===== src/rtl/axi_wr_burst_gen_if.sv =====
// axi_wr_burst_gen_if: command, write-data stream, AXI write channels and status of the burst generator
interface axi_wr_burst_gen_if #(parameter int AW = 32, parameter int DW = 64);
  logic          cmd_valid, cmd_ready;
  logic [AW-1:0] cmd_addr;
  logic [7:0]    cmd_len;
  logic [2:0]    cmd_size;
  logic [1:0]    cmd_burst;
  logic            din_valid, din_ready;
  logic [DW-1:0]   din_data;
  logic [DW/8-1:0] din_strb;
  logic [AW-1:0] awaddr;
  logic [7:0]    awlen;
  logic [2:0]    awsize;
  logic [1:0]    awburst;
  logic          awvalid, awready;
  logic [DW-1:0]   wdata;
  logic [DW/8-1:0] wstrb;
  logic            wvalid, wready, wlast;
  logic       bready, bvalid;
  logic [1:0] bresp;
  logic       busy, done, err;
  logic [1:0] last_resp;
  modport master (
    input  cmd_valid, cmd_addr, cmd_len, cmd_size, cmd_burst, din_valid, din_data, din_strb,
           awready, wready, bvalid, bresp,
    output cmd_ready, din_ready, awaddr, awlen, awsize, awburst, awvalid,
           wdata, wstrb, wvalid, wlast, bready, busy, done, err, last_resp
  );
  modport slave (
    output cmd_valid, cmd_addr, cmd_len, cmd_size, cmd_burst, din_valid, din_data, din_strb,
           awready, wready, bvalid, bresp,
    input  cmd_ready, din_ready, awaddr, awlen, awsize, awburst, awvalid,
           wdata, wstrb, wvalid, wlast, bready, busy, done, err, last_resp
  );
endinterface


===== src/rtl/axi_wr_burst_gen.sv =====
// axi_wr_burst_gen: issues one AXI write burst per command, feeding W beats from a small data FIFO
module axi_wr_burst_gen #(
  parameter int AW = 32,
  parameter int DW = 64,
  parameter int FD = 4
) (
  input logic clk,
  input logic rst,
  axi_wr_burst_gen_if.master bus
);
  localparam int PW = $clog2(FD);
  typedef enum logic [1:0] {IDLE, ADDR, DATA, RESP} state_t;
  state_t          state_q, state_d;
  logic [AW-1:0]   addr_q, addr_d;
  logic [7:0]      len_q, len_d, beat_q, beat_d;
  logic [2:0]      size_q, size_d;
  logic [1:0]      burst_q, burst_d, resp_q, resp_d;
  logic [DW-1:0]   dmem [FD];
  logic [DW/8-1:0] smem [FD];
  logic [PW-1:0]   wp_q, rp_q;
  logic [PW:0]     cnt_q;
  logic            full, empty, push, pop, wvalid, wlast;
  assign full   = cnt_q == (PW+1)'(FD);
  assign empty  = cnt_q == '0;
  assign push   = bus.din_valid && !full;
  assign wvalid = state_q == DATA && !empty;
  assign wlast  = wvalid && beat_q == len_q;
  assign pop    = wvalid && bus.wready;
  always_ff @(posedge clk or posedge rst) begin
    if (rst) begin
      wp_q  <= '0;
      rp_q  <= '0;
      cnt_q <= '0;
    end else begin
      if (push) wp_q <= wp_q + PW'(1);
      if (pop) rp_q <= rp_q + PW'(1);
      cnt_q <= cnt_q + (PW+1)'(push) - (PW+1)'(pop);
    end
  end
  always_ff @(posedge clk) begin
    if (push) begin
      dmem[wp_q] <= bus.din_data;
      smem[wp_q] <= bus.din_strb;
    end
  end
  always_ff @(posedge clk or posedge rst) begin
    if (rst) begin
      state_q <= IDLE;
      addr_q  <= '0;
      len_q   <= '0;
      size_q  <= '0;
      burst_q <= '0;
      beat_q  <= '0;
      resp_q  <= '0;
    end else begin
      state_q <= state_d;
      addr_q  <= addr_d;
      len_q   <= len_d;
      size_q  <= size_d;
      burst_q <= burst_d;
      beat_q  <= beat_d;
      resp_q  <= resp_d;
    end
  end
  always_comb begin
    state_d = state_q;
    addr_d  = addr_q;
    len_d   = len_q;
    size_d  = size_q;
    burst_d = burst_q;
    beat_d  = beat_q;
    resp_d  = resp_q;
    case (state_q)
      IDLE: if (bus.cmd_valid) begin
        addr_d  = bus.cmd_addr;
        len_d   = bus.cmd_len;
        size_d  = bus.cmd_size;
        burst_d = bus.cmd_burst;
        beat_d  = '0;
        state_d = ADDR;
      end
      ADDR: state_d = bus.awready ? DATA : ADDR;
      // the counter holds on the last beat so len=255 never wraps past len
      DATA: if (pop) begin
        beat_d  = wlast ? beat_q : beat_q + 8'd1;
        state_d = wlast ? RESP : DATA;
      end
      RESP: if (bus.bvalid) begin
        resp_d  = bus.bresp;
        state_d = IDLE;
      end
    endcase
  end
  assign bus.cmd_ready = state_q == IDLE;
  assign bus.din_ready = !full;
  assign bus.awvalid   = state_q == ADDR;
  assign bus.awaddr    = addr_q;
  assign bus.awlen     = len_q;
  assign bus.awsize    = size_q;
  assign bus.awburst   = burst_q;
  assign bus.wvalid    = wvalid;
  assign bus.wlast     = wlast;
  assign bus.wdata     = dmem[rp_q];
  assign bus.wstrb     = smem[rp_q];
  assign bus.bready    = state_q == RESP;
  assign bus.done      = state_q == RESP && bus.bvalid;
  assign bus.err       = bus.done && bus.bresp != 2'b00;
  assign bus.busy      = state_q != IDLE;
  assign bus.last_resp = resp_q;
endmodule


===== src/flat_wrapper.sv =====
// flat-port wrapper written by rule: the top's interface ports become plain ports
module axi_wr_burst_gen_flat 
#(
  parameter int AW = 32,
  parameter int DW = 64,
  parameter int FD = 4
)
  (clk, rst, bus_cmd_valid, bus_cmd_addr, bus_cmd_len, bus_cmd_size, bus_cmd_burst, bus_din_valid, bus_din_data, bus_din_strb, bus_awready, bus_wready, bus_bvalid, bus_bresp, bus_cmd_ready, bus_din_ready, bus_awaddr, bus_awlen, bus_awsize, bus_awburst, bus_awvalid, bus_wdata, bus_wstrb, bus_wvalid, bus_wlast, bus_bready, bus_busy, bus_done, bus_err, bus_last_resp);
  axi_wr_burst_gen_if #(.AW(AW), .DW(DW)) bus_i ();
  input logic clk;
  input logic rst;
  input wire logic [$bits(bus_i.cmd_valid)-1:0] bus_cmd_valid;
  input wire logic [$bits(bus_i.cmd_addr)-1:0] bus_cmd_addr;
  input wire logic [$bits(bus_i.cmd_len)-1:0] bus_cmd_len;
  input wire logic [$bits(bus_i.cmd_size)-1:0] bus_cmd_size;
  input wire logic [$bits(bus_i.cmd_burst)-1:0] bus_cmd_burst;
  input wire logic [$bits(bus_i.din_valid)-1:0] bus_din_valid;
  input wire logic [$bits(bus_i.din_data)-1:0] bus_din_data;
  input wire logic [$bits(bus_i.din_strb)-1:0] bus_din_strb;
  input wire logic [$bits(bus_i.awready)-1:0] bus_awready;
  input wire logic [$bits(bus_i.wready)-1:0] bus_wready;
  input wire logic [$bits(bus_i.bvalid)-1:0] bus_bvalid;
  input wire logic [$bits(bus_i.bresp)-1:0] bus_bresp;
  output wire logic [$bits(bus_i.cmd_ready)-1:0] bus_cmd_ready;
  output wire logic [$bits(bus_i.din_ready)-1:0] bus_din_ready;
  output wire logic [$bits(bus_i.awaddr)-1:0] bus_awaddr;
  output wire logic [$bits(bus_i.awlen)-1:0] bus_awlen;
  output wire logic [$bits(bus_i.awsize)-1:0] bus_awsize;
  output wire logic [$bits(bus_i.awburst)-1:0] bus_awburst;
  output wire logic [$bits(bus_i.awvalid)-1:0] bus_awvalid;
  output wire logic [$bits(bus_i.wdata)-1:0] bus_wdata;
  output wire logic [$bits(bus_i.wstrb)-1:0] bus_wstrb;
  output wire logic [$bits(bus_i.wvalid)-1:0] bus_wvalid;
  output wire logic [$bits(bus_i.wlast)-1:0] bus_wlast;
  output wire logic [$bits(bus_i.bready)-1:0] bus_bready;
  output wire logic [$bits(bus_i.busy)-1:0] bus_busy;
  output wire logic [$bits(bus_i.done)-1:0] bus_done;
  output wire logic [$bits(bus_i.err)-1:0] bus_err;
  output wire logic [$bits(bus_i.last_resp)-1:0] bus_last_resp;
  assign bus_i.cmd_valid = bus_cmd_valid;
  assign bus_i.cmd_addr = bus_cmd_addr;
  assign bus_i.cmd_len = bus_cmd_len;
  assign bus_i.cmd_size = bus_cmd_size;
  assign bus_i.cmd_burst = bus_cmd_burst;
  assign bus_i.din_valid = bus_din_valid;
  assign bus_i.din_data = bus_din_data;
  assign bus_i.din_strb = bus_din_strb;
  assign bus_i.awready = bus_awready;
  assign bus_i.wready = bus_wready;
  assign bus_i.bvalid = bus_bvalid;
  assign bus_i.bresp = bus_bresp;
  assign bus_cmd_ready = bus_i.cmd_ready;
  assign bus_din_ready = bus_i.din_ready;
  assign bus_awaddr = bus_i.awaddr;
  assign bus_awlen = bus_i.awlen;
  assign bus_awsize = bus_i.awsize;
  assign bus_awburst = bus_i.awburst;
  assign bus_awvalid = bus_i.awvalid;
  assign bus_wdata = bus_i.wdata;
  assign bus_wstrb = bus_i.wstrb;
  assign bus_wvalid = bus_i.wvalid;
  assign bus_wlast = bus_i.wlast;
  assign bus_bready = bus_i.bready;
  assign bus_busy = bus_i.busy;
  assign bus_done = bus_i.done;
  assign bus_err = bus_i.err;
  assign bus_last_resp = bus_i.last_resp;
  axi_wr_burst_gen #(.AW(AW), .DW(DW), .FD(FD)) u_core (.clk(clk), .rst(rst), .bus(bus_i));
endmodule

===== config.mk =====
export PLATFORM = sky130hd
export DESIGN_NAME = axi_wr_burst_gen_flat
export DESIGN_NICKNAME = d
export VERILOG_FILES = /design/src/rtl/axi_wr_burst_gen_if.sv /design/src/rtl/axi_wr_burst_gen.sv /design/src/flat_wrapper.sv
export SDC_FILE = /design/constraint.sdc
export NUM_CORES = 1
export LEC_CHECK = 0
export CORE_MARGIN = 2
export CORE_UTILIZATION = 52
export CTS_CLUSTER_DIAMETER = 60
export DETAILED_ROUTE_END_ITERATION = 6
export PLACE_DENSITY_LB_ADDON = 0.2
export SETUP_SLACK_MARGIN = 0.05
export SLEW_MARGIN = 20
export SYNTH_ARGS = -nofsm -noshare
export SYNTH_HDL_FRONTEND = slang
export SYNTH_SLANG_ARGS = --single-unit

===== constraint.sdc =====
create_clock -name clk -period 3.6 [get_ports clk]
set_input_delay 1.08 -clock clk [delete_from_list [all_inputs] [get_ports clk]]
set_output_delay 1.08 -clock clk [all_outputs]
set_load 0.05 [all_outputs]

---- Word level (Yosys, flattened, before mapping) ----
Memories as Yosys holds them, arrays and structs flattened.
Index checks and enable logic that the tools add are counted.
word-level totals
  latch bits .............................. 0
  memories kept ........................... 2
  bits of input ports ..................... 126
  output and inout port bits .............. 128
  memory bits (read-only) ................. 0
  memory bits (writable) .................. 288
  register bits after elaboration ......... 64
memory list
  memory       words  width  rd ports  clocked after Yosys merged registers in  wr ports  line                    RTL
  u_core.dmem  4      64     1         0                                        1         axi_wr_burst_gen.sv:18  logic [DW-1:0] dmem [FD];
  u_core.smem  4      8      1         0                                        1         axi_wr_burst_gen.sv:19  logic [DW/8-1:0] smem [FD];
cells by class
  multipliers ............................. 0
  $add $sub $neg .......................... 5
  order comparisons ....................... 0
  eq/ne operators ......................... 9
  bitwise logic cells ..................... 0
  multiplexer cells ....................... 12
  reductions and logical operators ........ 17
  shift operators ......................... 0
  divide/modulo/power cells ............... 0
operators with widths
  operator               count
  $mux W8                3
  $pmux W8 S2            1
  $add A8 B1 Y8 const B  1
  $eq A8 B8 Y1           1
  $mux W2                4
  $pmux W2 S4            1
  $logic_and A1 B1 Y1    6
  $ne A2 B2 Y1 const B   3
  $reduce_bool A2 Y1     3
  $add A2 B1 Y2 const B  2
  $eq A2 B2 Y1 const B   2
  $reduce_and A2 Y1      2
  $reduce_and A4 Y1      1
  $add A3 B1 Y3          1
  $eq A3 B3 Y1 const B   1
  $logic_not A3 Y1       1
  $mux W1                3
  $reduce_and A3 Y1      1
  $sub A3 B1 Y3          1
  $eq A2 B1 Y1 const B   1
  $logic_not A1 Y1       2
  $logic_not A2 Y1       1
  $ne A2 B1 Y1 const B   1

---- Depth between registers and ports, before layout ----
Gate-level depths: netlist (run 1).
  depth after elaboration ................. 7
  depth in mapped cells ................... 10

---- Worst setup path before layout (run 1) ----
Ideal clock, no wire load.
  path type ............................... input to register
  start ................................... in bus_din_valid
  end ..................................... mem u_core.dmem[0][0] (enable)
  arrival time ............................ 2804 ps
  path slack .............................. 357 ps
  buffers on the path ..................... 0
  required time ........................... 3161 ps
  cell stages on the path ................. 1
  cells stage by stage .................... and3_1
between the ends
  longest elaborated chain between the ends .. 3
RTL lines
  what                           line                    RTL
  start: declaration             flat_wrapper.sv:17      input wire logic [$bits(bus_i.din_valid)-1:0] bus_din_valid;
  $logic_and A1 B1 Y1            axi_wr_burst_gen.sv:25  assign push = bus.din_valid && !full;
  $mux W1                        axi_wr_burst_gen.sv:41  if (push) begin
  $mux W1 (implied by the code)  axi_wr_burst_gen.sv:42  dmem[wp_q] <= bus.din_data;
  end: declaration               axi_wr_burst_gen.sv:18
No other way between the ends.

---- Worst setup path in the final report (run 1) ----
  start ................................... reg u_core.rp_q[0]
  end ..................................... out bus_wdata[5]
between the ends
  longest elaborated chain between the ends .. 1
RTL lines
  what                      line                    RTL
  start: declaration        axi_wr_burst_gen.sv:20  logic [PW-1:0] wp_q, rp_q;
  start signal: assignment  axi_wr_burst_gen.sv:36  if (pop) rp_q <= rp_q + PW'(1);
  $mem_v2 Z4 W64            -
  end: declaration          flat_wrapper.sv:31      output wire logic [$bits(bus_i.wdata)-1:0] bus_wdata;
No other way between the ends.

==> metrics.md, run 1 <==
| Metric | Value |
|---|---|
| Final Max Slew Viols | 0 |
| Min-Delay Path Class | reg2reg |
| Slew @ Worst Pin | 0.621 ns |
| Max cap viols | 0 |
| Peak supply drop | between 0.6 and 0.7 mV |
| Top-area cell type share of the netlist area | 65.1% |
| Chip width | ~160 microns |
| Clock power frac | approximately a fifth |
| Wire per inst | between 20 and 25 microns |
| Leakage | 6.16 nW |
| First-pass DRT Iterations | 4 |
| EDFF count, synth | 288 |
| CP arrival | around 2.4 ns |
| Synth cell types | 46 |
| Congestion Overflow GR | 0 |
| Most frequent cells in the layout | edfxtp_1, clkdlybuf4s50_1, mux4_2 |
| Ys Warns | 0 |
| Endpoints failing setup | 0 |
| Number of buffers created by CTS | 36 |
| CP required | ~2.5 ns |
| Syn avg cell area | 22.4 sq um |
| Worst path slowest cell | clkdlybuf4s50_1 |
| Sw frac | 40.0% |
| CP Capture Type | primary output |
| Highest routed layer | met4 |
| Most common cell after layout, fill and taps aside | edfxtp_1 |
| Status | finished clean |
| FF+latch count, synth | ~350 |
| Htree depth | 2 |
| Setup_tns | 0 ns |
| Effective utilization at floorplan | 52.9% |
| First-pass GRT wire length | 41400 microns |
| Sw power | 6.83 mW |
| Max_slew headroom | ~60% |
| FF+latch area | 0.0103 sq mm |
| Post-synthesis mux area share | 16.4% |
| ANT nets after route | 0 |
| Post-Syn Area | about 0.013 sq mm |
| Die Y | 164 microns |
| Overall Global Routing Usage | 20.4% |
| Clk_lat worst skew | roughly 0.51 ns |
| DRC viols | 0 |
| Synth Area in Compound Gates | 1.38% |
| Hold_buf cts | 0 |
| Share of cells above drive strength 1 | 28.0% |
| Clk buf depth | 3 |
| Internal | 10.2 mW |
| Simple-Gate Fraction of Synth Area | about 2% |
| Syn nets | about 730 |
| Initial antenna violation count | 2 |
| Pwr Density | around 1000 mW/mm^2 |
| DRT met1 WL | 10800 microns |
| DP HPWL | 17800 microns |
| Clk sinks | 352 |
| Met2 WL | 13800 microns |
| Area contributors post-synth | edfxtp_1, mux4_2, dfrtp_1, mux2_2, ha_1 |
| Initial DRC count | 526 |
| Area share of xor/xnor cells in the synthesized design | 0.857% |
| Max incr delay on CP | 0.74 ns |
| Largest family of logic cells by synthesized area | multiplexers |
| IO buf count | between 200 and 300 |
| R2R setup slack | around 1.3 ns |
| TritonCTS clock tree | done |
| Met3 wire length | between 2000 and 2500 microns |
| Vias/cell | about 5.5 |
| Power, Total | roughly 17 mW |
| Cells along the critical path | mux4_2 > clkdlybuf4s50_1 |
| Cells after Synth | approximately 590 |
| Row count | 58 |
| Cell taking the most area after synthesis | edfxtp_1 |
| Vias in the first global route | roughly 7500 |
| Tcrit/Tclk final | 95.9% |
| Ys async rst share | 18.2% |
| Setup CP Type | reg2out |
| Largest net degree at the start of global routing | 48 |
| Top Ports | roughly 250 |
| Worst-path clk slew | 0.06 ns |
| RSZ-0062 raised after global routing | no |
| Post-synthesis adder-cell area fraction | 0.810% |
| Filler cells | 1632 |
| Seq/Total Area, Yosys | about 77% |
| Gate power share | 45.0% |
| DR vias | 6865 |
| Top FF cell, synth | edfxtp_1 |
| Final wirelength | 27200 microns |
| Final Hold Vio Count | 0 |
| Worst Skew | ~0.0084 ns |
| Die Area | 0.0268 sq mm |
| Clk root buf | clkbuf_16 |
| Layout net count | 1015 |
| Critical path launch point type | flop |
| Reg power frac | 35.1% |
| Critical path fanouts, max | 11 |
| Tmin final | around 3.5 ns |
| Area of the multi-input gates | about 0.0029 sq mm |
| Maximum clock frequency | 290 MHz |
| Core area | 0.0251 sq mm |
| Synth-to-Final Area Change | 31.1% |
| Placer Congestion | 0.805 |
-- Yosys cell counts (2+ instances only) --
cell and instances:
buf_2 15, nor4_4 2, nor2b_1 3, inv_1 14, xnor2_1 5, a21oi_1 2, nand4_1 2, clkbuf_1 6
mux4_2 72, nand3_1 4, xor2_1 8, buf_6 2, nand2_1 7, and3_1 6, mux2_2 48, a211oi_1 4
edfxtp_1 288, a211o_1 4, ha_1 7, a2111oi_1 2, nor2_1 3, and2_1 2, dfrtp_1 64
-- kinds of logic (layout without fill, tap and decap cells) --
kind of cell,count (synthesis),count (layout)
adder cells (fa/ha/maj),8,8
multiplexers,121,121
flip-flops,352,352
other,0,3
buffers and inverters,39,354
AND/OR/NAND/NOR,39,39
XOR/XNOR,13,13
AO/OA/AOI/OAI,21,21
-- final timing paths --
check,from,to,cells past startpoint
worst min-delay path,u_core.bus.last_resp[0],u_core.bus.last_resp[0],1
min in group asynchronous,rst,u_core.bus.awaddr[6],2
max in group asynchronous,rst,u_core.bus.awaddr[26],3
worst min register to register,u_core.bus.last_resp[0],u_core.bus.last_resp[0],1
worst max-delay path,u_core.rp_q[0],bus_wdata[5],2
worst max register to register,u_core.cnt_q[1],u_core.cnt_q[2],9
-- area by class of cell --
| cell class | instances | share of cell area [%] |
|---|---|---|
| Timing Repair Buffer | 275 | 15.6 |
| Clock buffer | 42 | 5.43 |
| Clock inverter | 23 | 0.783 |
| Sequential cell | 352 | 58.9 |
| Tap cell | 330 | 2.37 |
| Inverter | 14 | 0.302 |
| Multi-Input combinational cell | 202 | 16.5 |
| Antenna cell | 3 | 0.0431 |
-- critical path: cells and delay by family, from the launching register on --
family	cells	cell delay [ns]
buffers and inverters	1	0.74
DFF	1	0.57
muxes	1	0.54
-- power groups by stage --
stage	sequential, mW	clock [mW]	combinational [mW]
after floorplan	6.84	0	4.53
after global placement	6.02	0	7.77
after detailed placement	6.09	0	7.85
after CTS	6.03	3.47	7.72
after global routing	6.09	3.63	8.06
final	5.98	3.39	7.68
-- sequential cells by signal, summed over array words and instances, names as in the netlist, named ones only --
signal,count
u_core.bus.last_resp,2
u_core.rp_q,2
u_core.beat_q,8
u_core.bus.awsize,3
u_core.wp_q,2
u_core.bus.awaddr,32
u_core.bus.awlen,8
u_core.bus.awburst,2
u_core.cnt_q,3
u_core.dmem,256
u_core.smem,32
u_core.state_q,1
-- stage by stage --
step	hold WS, ns	worst slack (ns)	cell area, sq um	utilization (%)	instances
after detailed placement	0.492	0.388	16300	65.0	1172
after global routing	0.531	0.0858	17400	69.3	1239
final	0.502	0.148	17400	69.3	1241
after CTS	0.506	0.0558	17400	69.2	1237
after global placement	0.488	0.426	16300	65.0	1172
after floorplan	0.523	0.357	13300	-	593
-- routing by layer --
layer  track usage [%]  vias to the layer above
met4              5.38                        0
met1              25.7                     3562
met3              6.57                       33
li1                  -                     3004
met2              34.4                      266
met5                 0                        -
-- timing repair --
action,in CTS,in global routing
resized for setup,29,0
setup endpoints to repair,28,4
cloned,0,0
endpoints found under the hold margin,0,0
buffers inserted,0,1
No activity file was read; power rests on OpenSTA's default activity.
==> run 2, diff against run 1 <==
--- a/config.mk
+++ b/config.mk
@@ -5,12 +5,13 @@
 export SDC_FILE = /design/constraint.sdc
 export NUM_CORES = 1
 export LEC_CHECK = 0
-export CORE_MARGIN = 2
+export CORE_MARGIN = 1
 export CORE_UTILIZATION = 52
 export CTS_CLUSTER_DIAMETER = 60
 export DETAILED_ROUTE_END_ITERATION = 6
 export PLACE_DENSITY_LB_ADDON = 0.2
 export SETUP_SLACK_MARGIN = 0.05
+export SKIP_CTS_REPAIR_TIMING = 1
 export SLEW_MARGIN = 20
 export SYNTH_ARGS = -nofsm -noshare
 export SYNTH_HDL_FRONTEND = slang
==> run 2 against run 1 <==
- flip-flop and latch count is the same
- combinational power shrank 0.5%
- wire length shrank 3.0%
- setup slack improved by 0.084 ns
- worst hold slack improved by 0.0057 ns
- die area fell by 2.4%
- critical path depth rose by 1
- power increased by 2.0%
- clock skew grew 0.0075 ns
- core utilization about the same
- critical endpoint is now bus_wdata[31]
- largest power group unchanged
==> metrics.md, run 2 (same netlist as run 1, synthesis figures left out) <==
| Metric | Value |
|---|---|
| Reg power frac | 34.6% (-0.5 points) |
| Final Hold Vio Count | 0 (unchanged) |
| Critical path launch point type | flop |
| Met3 wire length | 1740 microns (-21%) |
| Share of cells above drive strength 1 | 31.7% (+3.7 points) |
| Maximum clock frequency | 297 MHz (+2.5%) |
| CP Depth | 3 (+1) |
| Most common cell after layout, fill and taps aside | edfxtp_1 |
| Min-Delay Path Class | reg2reg |
| ANT nets after route | 0 (unchanged) |
| Peak supply drop | 0.726 mV (+6.4%) |
| Clock power frac | 21.5% (+1.6 points) |
| CP required | 2.52 ns (about the same) |
| Setup_tns | 0 ns (unchanged) |
| Vias in the first global route | 7216 (-3.9%) |
| CP Capture Type | primary output |
| Highest routed layer | met4 |
| Final Max Slew Viols | 0 (unchanged) |
| Hold Path Depth | 1 (unchanged) |
| Largest Register | u_core.dmem |
| Initial antenna violation count | 1 (-1) |
| Die Area | 0.0262 sq mm (-2.4%) |
| Gate power share | 43.9% (-1.1 points) |
| Worst path slowest cell | dfrtp_4 |
| Worst Skew | 0.0159 ns (+0.00748 ns) |
| CP arrival | 2.29 ns (-0.08 ns) |
| Leakage | 6.18 nW (+0.29%) |
| Die Y | 162 microns (-1.2%) |
| DRT met1 WL | 10800 microns (-0.37%) |
| Setup CP Type | reg2out |
| Placer Congestion | 0.779 (-3.2%) |
| Tcrit/Tclk final | 93.6% (-2.3 points) |
| Initial DRC count | 388 (-26%) |
| First-pass GRT wire length | 40800 microns (-1.4%) |
| DP HPWL | 16800 microns (-5.3%) |
| DRC viols | 0 (unchanged) |
| Htree depth | 2 (unchanged) |
| First-pass DRT Iterations | 4 (unchanged) |
| RSZ-0062 raised after global routing | no |
| Met2 WL | 13200 microns (-4.3%) |
| Clk_lat worst skew | 0.51 ns (about the same) |
| Synth-to-Final Area Change | 31.2% (about the same) |
| Max incr delay on CP | 0.70 ns (-0.04 ns) |
| Pwr Density | 999 mW/mm^2 (+1.9%) |
| Max_slew headroom | 56.7% (-2.1 points) |
| Core area | 0.0251 sq mm (unchanged) |
| Sw frac | 39.2% (-0.86 points) |
| Sw power | 6.82 mW (-0.23%) |
| Worst-path clk slew | 0.06 ns (about the same) |
| Clk root buf | clkbuf_16 |
| Wire per inst | 21.4 microns (-2.6%) |
| Chip width | 162 microns (-1.2%) |
| Slew @ Worst Pin | 0.649 ns (+0.0282 ns) |
| Clk sinks | 352 (unchanged) |
| CP dominant cell by count | buf_4 |
| Internal | 10.6 mW (+3.4%) |
| Max cap viols | 0 (unchanged) |
| IO buf count | 253 (unchanged) |
| Endpoints failing setup | 0 (unchanged) |
| Cells along the critical path | buf_4 > mux4_2 > buf_4 |
| Effective utilization at floorplan | 52.9% (unchanged) |
| Clk buf depth | 3 (unchanged) |
| Critical path fanouts, max | 20 (+9) |
| Bufs and invs on worst path | 2 (+1) |
| R2R depth | 9 (unchanged) |
| Filler cells | 1618 (-0.86%) |
| Tmin final | 3.37 ns (-0.0843 ns) |
| Max FFs per register | 256 (unchanged) |
| Top Ports | 254 (unchanged) |
| TritonCTS clock tree | done |
| Power, Total | 17.4 mW (+2.0%) |
| Overall Global Routing Usage | 20.7% (+0.28 points) |
| Final wirelength | 26400 microns (-3.0%) |
| Most frequent cells in the layout | edfxtp_1, clkdlybuf4s50_1, buf_4 |
| DR vias | 6746 (-1.7%) |
| Row count | 58 (unchanged) |
| Vias/cell | 5.46 (-1.3%) |
| Largest net degree at the start of global routing | 46 (-4.2%) |
| Delay-heaviest family, CP | flip-flops |
| Status | finished clean |
| Congestion Overflow GR | 0 (unchanged) |
| Number of buffers created by CTS | 36 (unchanged) |
| Layout net count | 1013 (-0.20%) |
## run 2: cell types whose count changed in the layout (fill, tap and decap cells not counted)
| cell | previous run | this run |
|---|---|---|
| buf_16 | 1 | 0 |
| buf_12 | 12 | 10 |
| clkbuf_1 | 5 | 7 |
| dlygate4sd2_1 | 28 | 0 |
| bufinv_16 | 1 | 5 |
| buf_4 | 53 | 85 |
| clkdlybuf4s50_1 | 181 | 178 |
| clkbuf_8 | 0 | 2 |
| inv_6 | 2 | 0 |
| clkinv_2 | 8 | 7 |
| clkinvlp_4 | 1 | 2 |
| clkinv_1 | 11 | 4 |
| diode_2 | 3 | 1 |
## run 2: cell type report
cell class                 instances  area, sq um  share of cell area (%)
timing repair buffer             273         2620                    15.0
tap                              330          413                    2.37
sequential                       352        10300                    58.9
clock inverter                    18          215                    1.24
clock buffer                      46          980                    5.62
antenna                            1         2.50                  0.0144
multi-input combinational        202         2880                    16.5
inverter                          14         52.6                   0.302
## run 2: layer usage
metal	up-vias	global-route usage, %
met1	3454	26.3
met4	0	6.86
met5	-	0
li1	2990	-
met3	47	5.23
met2	255	34.9
## run 2: power by group through the flow
stage | combinational [mW] | sequential [mW] | clock [mW]
detailed placement | 7.71 | 6.10 | 0
global placement | 7.63 | 6.02 | 0
global route | 7.97 | 6.13 | 3.98
finish | 7.64 | 6.02 | 3.74
floorplan | 4.53 | 6.84 | 0
CTS | 7.73 | 6.04 | 3.81
## run 2: worst register-to-register path: stages, from the launching register on
cell	delay [ns]
dfrtp_1	0.39
or3_4	0.41
nand2_1	0.09
inv_1	0.07
ha_1	0.27
inv_1	0.04
ha_1	0.20
fa_1	0.41
xnor2_1	0.18
xnor2_1	0.14
## run 2: stage by stage
stage | hold WS (ns) | std cells | util, % | setup WS [ns] | area (sq um)
after floorplan | 0.523 | 593 | - | 0.357 | 13300
after global placement | 0.491 | 1171 | 64.6 | 0.450 | 16200
after detailed placement | 0.496 | 1171 | 64.6 | 0.416 | 16200
after CTS | 0.512 | 1235 | 69.3 | 0.106 | 17400
after global routing | 0.524 | 1235 | 69.4 | 0.110 | 17400
final | 0.508 | 1236 | 69.4 | 0.232 | 17400
## run 2: path summary, 6_finish.rpt
kind / from / end / slack, ns
setup reg to reg: u_core.cnt_q[1] / u_core.cnt_q[2] / 1.32
min in group asynchronous: rst / u_core.bus.awaddr[20] / 1.00
hold reg to reg: u_core.bus.awaddr[24] / u_core.bus.awaddr[24] / 0.51
setup / recovery: u_core.rp_q[0] / bus_wdata[31] / 0.23
max in group asynchronous: rst / u_core.bus.awlen[5] / 2.02
hold / removal: u_core.bus.awaddr[24] / u_core.bus.awaddr[24] / 0.51
==> run 3, diff against run 2 <==
--- a/config.mk
+++ b/config.mk
@@ -5,6 +5,7 @@
 export SDC_FILE = /design/constraint.sdc
 export NUM_CORES = 1
 export LEC_CHECK = 0
+export CORE_ASPECT_RATIO = 0.9
 export CORE_MARGIN = 1
 export CORE_UTILIZATION = 52
 export CTS_CLUSTER_DIAMETER = 60
==> constraint.sdc (replaced) <==
create_clock -name clk -period 3.14 [get_ports clk]
set_input_delay 0.942 -clock clk [delete_from_list [all_inputs] [get_ports clk]]
set_output_delay 0.942 -clock clk [all_outputs]
set_load 0.05 [all_outputs]
==> run 3 against run 2 <==
- global-route usage down 0.079 points
- wire length shrank 0.11%
- power rose by 15%
- via count is 0.13% lower
- first-iteration DRC count up 2.8%
- setup slack got worse by 0.089 ns
- combinational power up 20%
- die area hardly changed
- clock-buffer cell count rose by 6
- clock power up 6.4%
==> metrics.md, run 3 (same netlist as run 1, synthesis figures left out) <==
| Metric | Value |
|---|---|
| Effective utilization at floorplan | 52.9% (about the same) |
| Min-Delay Path Class | reg2reg |
| Final instance area | 0.0176 sq mm (+1.2%) |
| Vias in the first global route | 7346 (+1.8%) |
| ANT nets after route | 0 (unchanged) |
| Clk_lat worst skew | 0.52 ns (about the same) |
| Endpoints failing setup | 0 (unchanged) |
| Placed inst area | 0.0164 sq mm (+1.1%) |
| Share of cells above drive strength 1 | 32.4% (+0.64 points) |
| R2R setup slack | 0.91 ns (-0.41 ns) |
| Clk root buf | clkbuf_16 |
| Slew @ Worst Pin | 0.579 ns (-0.0706 ns) |
| FF+latch area | 0.0103 sq mm (unchanged) |
| Ant. Diodes | 0 (-1) |
| Vias/cell | 5.35 (-2.0%) |
| Met3 Usage GRT | 5.10% (-0.14 points) |
| Clk sinks | 352 (unchanged) |
| Max FFs per register | 256 (unchanged) |
| Synth-to-Final Area Change | 32.7% |
| RSZ-0062 raised after global routing | no |
| Overall Global Routing Usage | 20.6% (-0.079 points) |
| CP arrival | 2.06 ns (-0.23 ns) |
| Number of buffers created by CTS | 36 (unchanged) |
| Hold path startpoint | u_core.bus.awaddr[31] |
| Layout net count | 1027 (+1.4%) |
| Worst Hold Endpoint | u_core.bus.awaddr[31] |
| Core area | 0.0251 sq mm (about the same) |
| Maximum clock frequency | 334 MHz |
| Tcrit/Tclk final | 95.5% |
| CP required | 2.20 ns (-0.32 ns) |
| Row count | 55 (-5.2%) |
| Die Area | 0.0262 sq mm (about the same) |
| Max cap viols | 0 (unchanged) |
| Gate power share | 45.8% (+1.9 points) |
| Clk buf depth | 3 (unchanged) |
| Peak supply drop | 0.672 mV (-7.5%) |
| Largest Register | u_core.dmem |
| Htree depth | 2 (unchanged) |
| Largest net degree at the start of global routing | 46 (unchanged) |
| First-pass GRT wire length | 40300 microns (-1.3%) |
| Chip width | 170 microns (+5.3%) |
| Top Ports | 254 (unchanged) |
| Final Max Slew Viols | 0 (unchanged) |
| Placer Congestion | 0.763 (-2.1%) |
| TritonCTS clock tree | done |
| Initial antenna violation count | 0 (-1) |
| Critical path fanouts, max | 10 (-50%) |
| DP HPWL | 17200 microns (+1.9%) |
| Worst-path clk slew | 0.06 ns (about the same) |
| Core Util, Final | 70.1% (+0.78 points) |
| Tmin final | 3.00 ns |
| Die Y | 154 microns (-5.1%) |
| Routing usage on met1 | 26.3% (+0.039 points) |
| R2R Path End | u_core.cnt_q[2] |
| Most frequent cells in the layout | edfxtp_1, clkdlybuf4s50_1, buf_4 |
| Final Hold Vio Count | 0 (unchanged) |
| Status | finished clean |
| DR vias | 6737 (-0.13%) |
| Internal | 12.1 mW (+14%) |
| Reg power frac | 34.2% (-0.4 points) |
| Worst r2r src | u_core.state_q[0] |
| Worst Skew | 0.0225 ns (+0.00662 ns) |
| Critical path launch point type | flop |
| Final wirelength | 26400 microns (-0.11%) |
| Most common cell after layout, fill and taps aside | edfxtp_1 |
| Wire per inst | 20.9 microns (-2.0%) |
| First-pass DRT Iterations | 5 (+1) |
| CP Capture Type | primary output |
| Hold Path Depth | 1 (unchanged) |
| Leakage | 6.27 nW (+1.5%) |
| GR Util met2 | 35.3% (+0.40 points) |
| Pwr Density | 1130 mW/mm^2 (+13%) |
| Area of the multi-input gates | 0.00288 sq mm (+0.17%) |
| DRC viols | 0 (unchanged) |
| Clock power frac | 20.0% (-1.5 points) |
| Filler cells | 1565 (-3.3%) |
| Sw power | 7.85 mW (+15%) |
| Max_slew headroom | 61.4% (+4.7 points) |
| Sw frac | 39.4% (+0.17 points) |
| Congestion Overflow GR | 0 (unchanged) |
| IO buf count | 253 (unchanged) |
| Setup CP Type | reg2out |
| Most Crowded Layer GR | met2 |
| Hold WS | 0.506 ns (-0.00164 ns) |
| Initial DRC count | 399 (+2.8%) |
| R2R depth | 9 (unchanged) |
-- run 3: cell types whose count changed in the layout (fill, tap and decap cells not counted), sizes merged, moves of 2 or more --
cell / change
clkbuf: +6
inv: +3
buf: +15
bufinv: -5
clkinvlp: -2
clkdlybuf4s50: -2
clkinv: -3
-- run 3: worst max-delay path by stage --
stage	from	to	slack (ns)	cells past startpoint
2_1_floorplan	bus_bvalid	bus_err	0.44	2
3_3_place_gp	bus_bvalid	bus_err	0.13	4
3_5_place_dp	bus_bvalid	bus_err	0.06	4
4_1_cts	u_core.beat_q[6]	bus_wlast	-0.02	4
5_1_grt	flop	bus_busy	0.07	2
6_report	flop	bus_busy	0.14	2
-- run 3: final cells by class --
class / count / share of cell area, %
Clock buffer: 52 / 5.99
Tap cell: 342 / 2.43
Multi-Input combinational cell: 202 / 16.4
Sequential cell: 352 / 58.2
Clock inverter: 11 / 0.320
Inverter: 14 / 0.298
Timing Repair Buffer: 287 / 16.4
-- run 3: power groups by stage --
stage / combinational [mW] / clock, mW / sequential [mW]
final: 9.14 / 3.98 / 6.82
after global routing: 9.57 / 4.25 / 6.94
after CTS: 9.01 / 4.07 / 6.94
after detailed placement: 8.98 / 0 / 7.02
after global placement: 8.88 / 0 / 6.93
after floorplan: 5.20 / 0 / 7.80
-- run 3: metal layers --
layer	part of all wire, %	vias up
met3	6.4	39
met2	52	211
met5	0	-
met1	40	3466
li1	-	3021
met4	1.8	0
-- run 3: through the flow --
step                power (mW)  std cells  setup slack, ns  setup TNS, ns
floorplan                 13.0        593            0.444              0
global placement          15.8       1186            0.133              0
detailed placement        16.0       1186           0.0615              0
CTS                       20.0       1249          -0.0230        -0.0732
global route              20.8       1260           0.0738              0
finish                    19.9       1260            0.143              0
-- run 3: critical path: stages, from the launching register on --
cell and delay (ns):
dfrtp_1 0.50, or2_2 0.35, clkdlybuf4s50_1 0.70
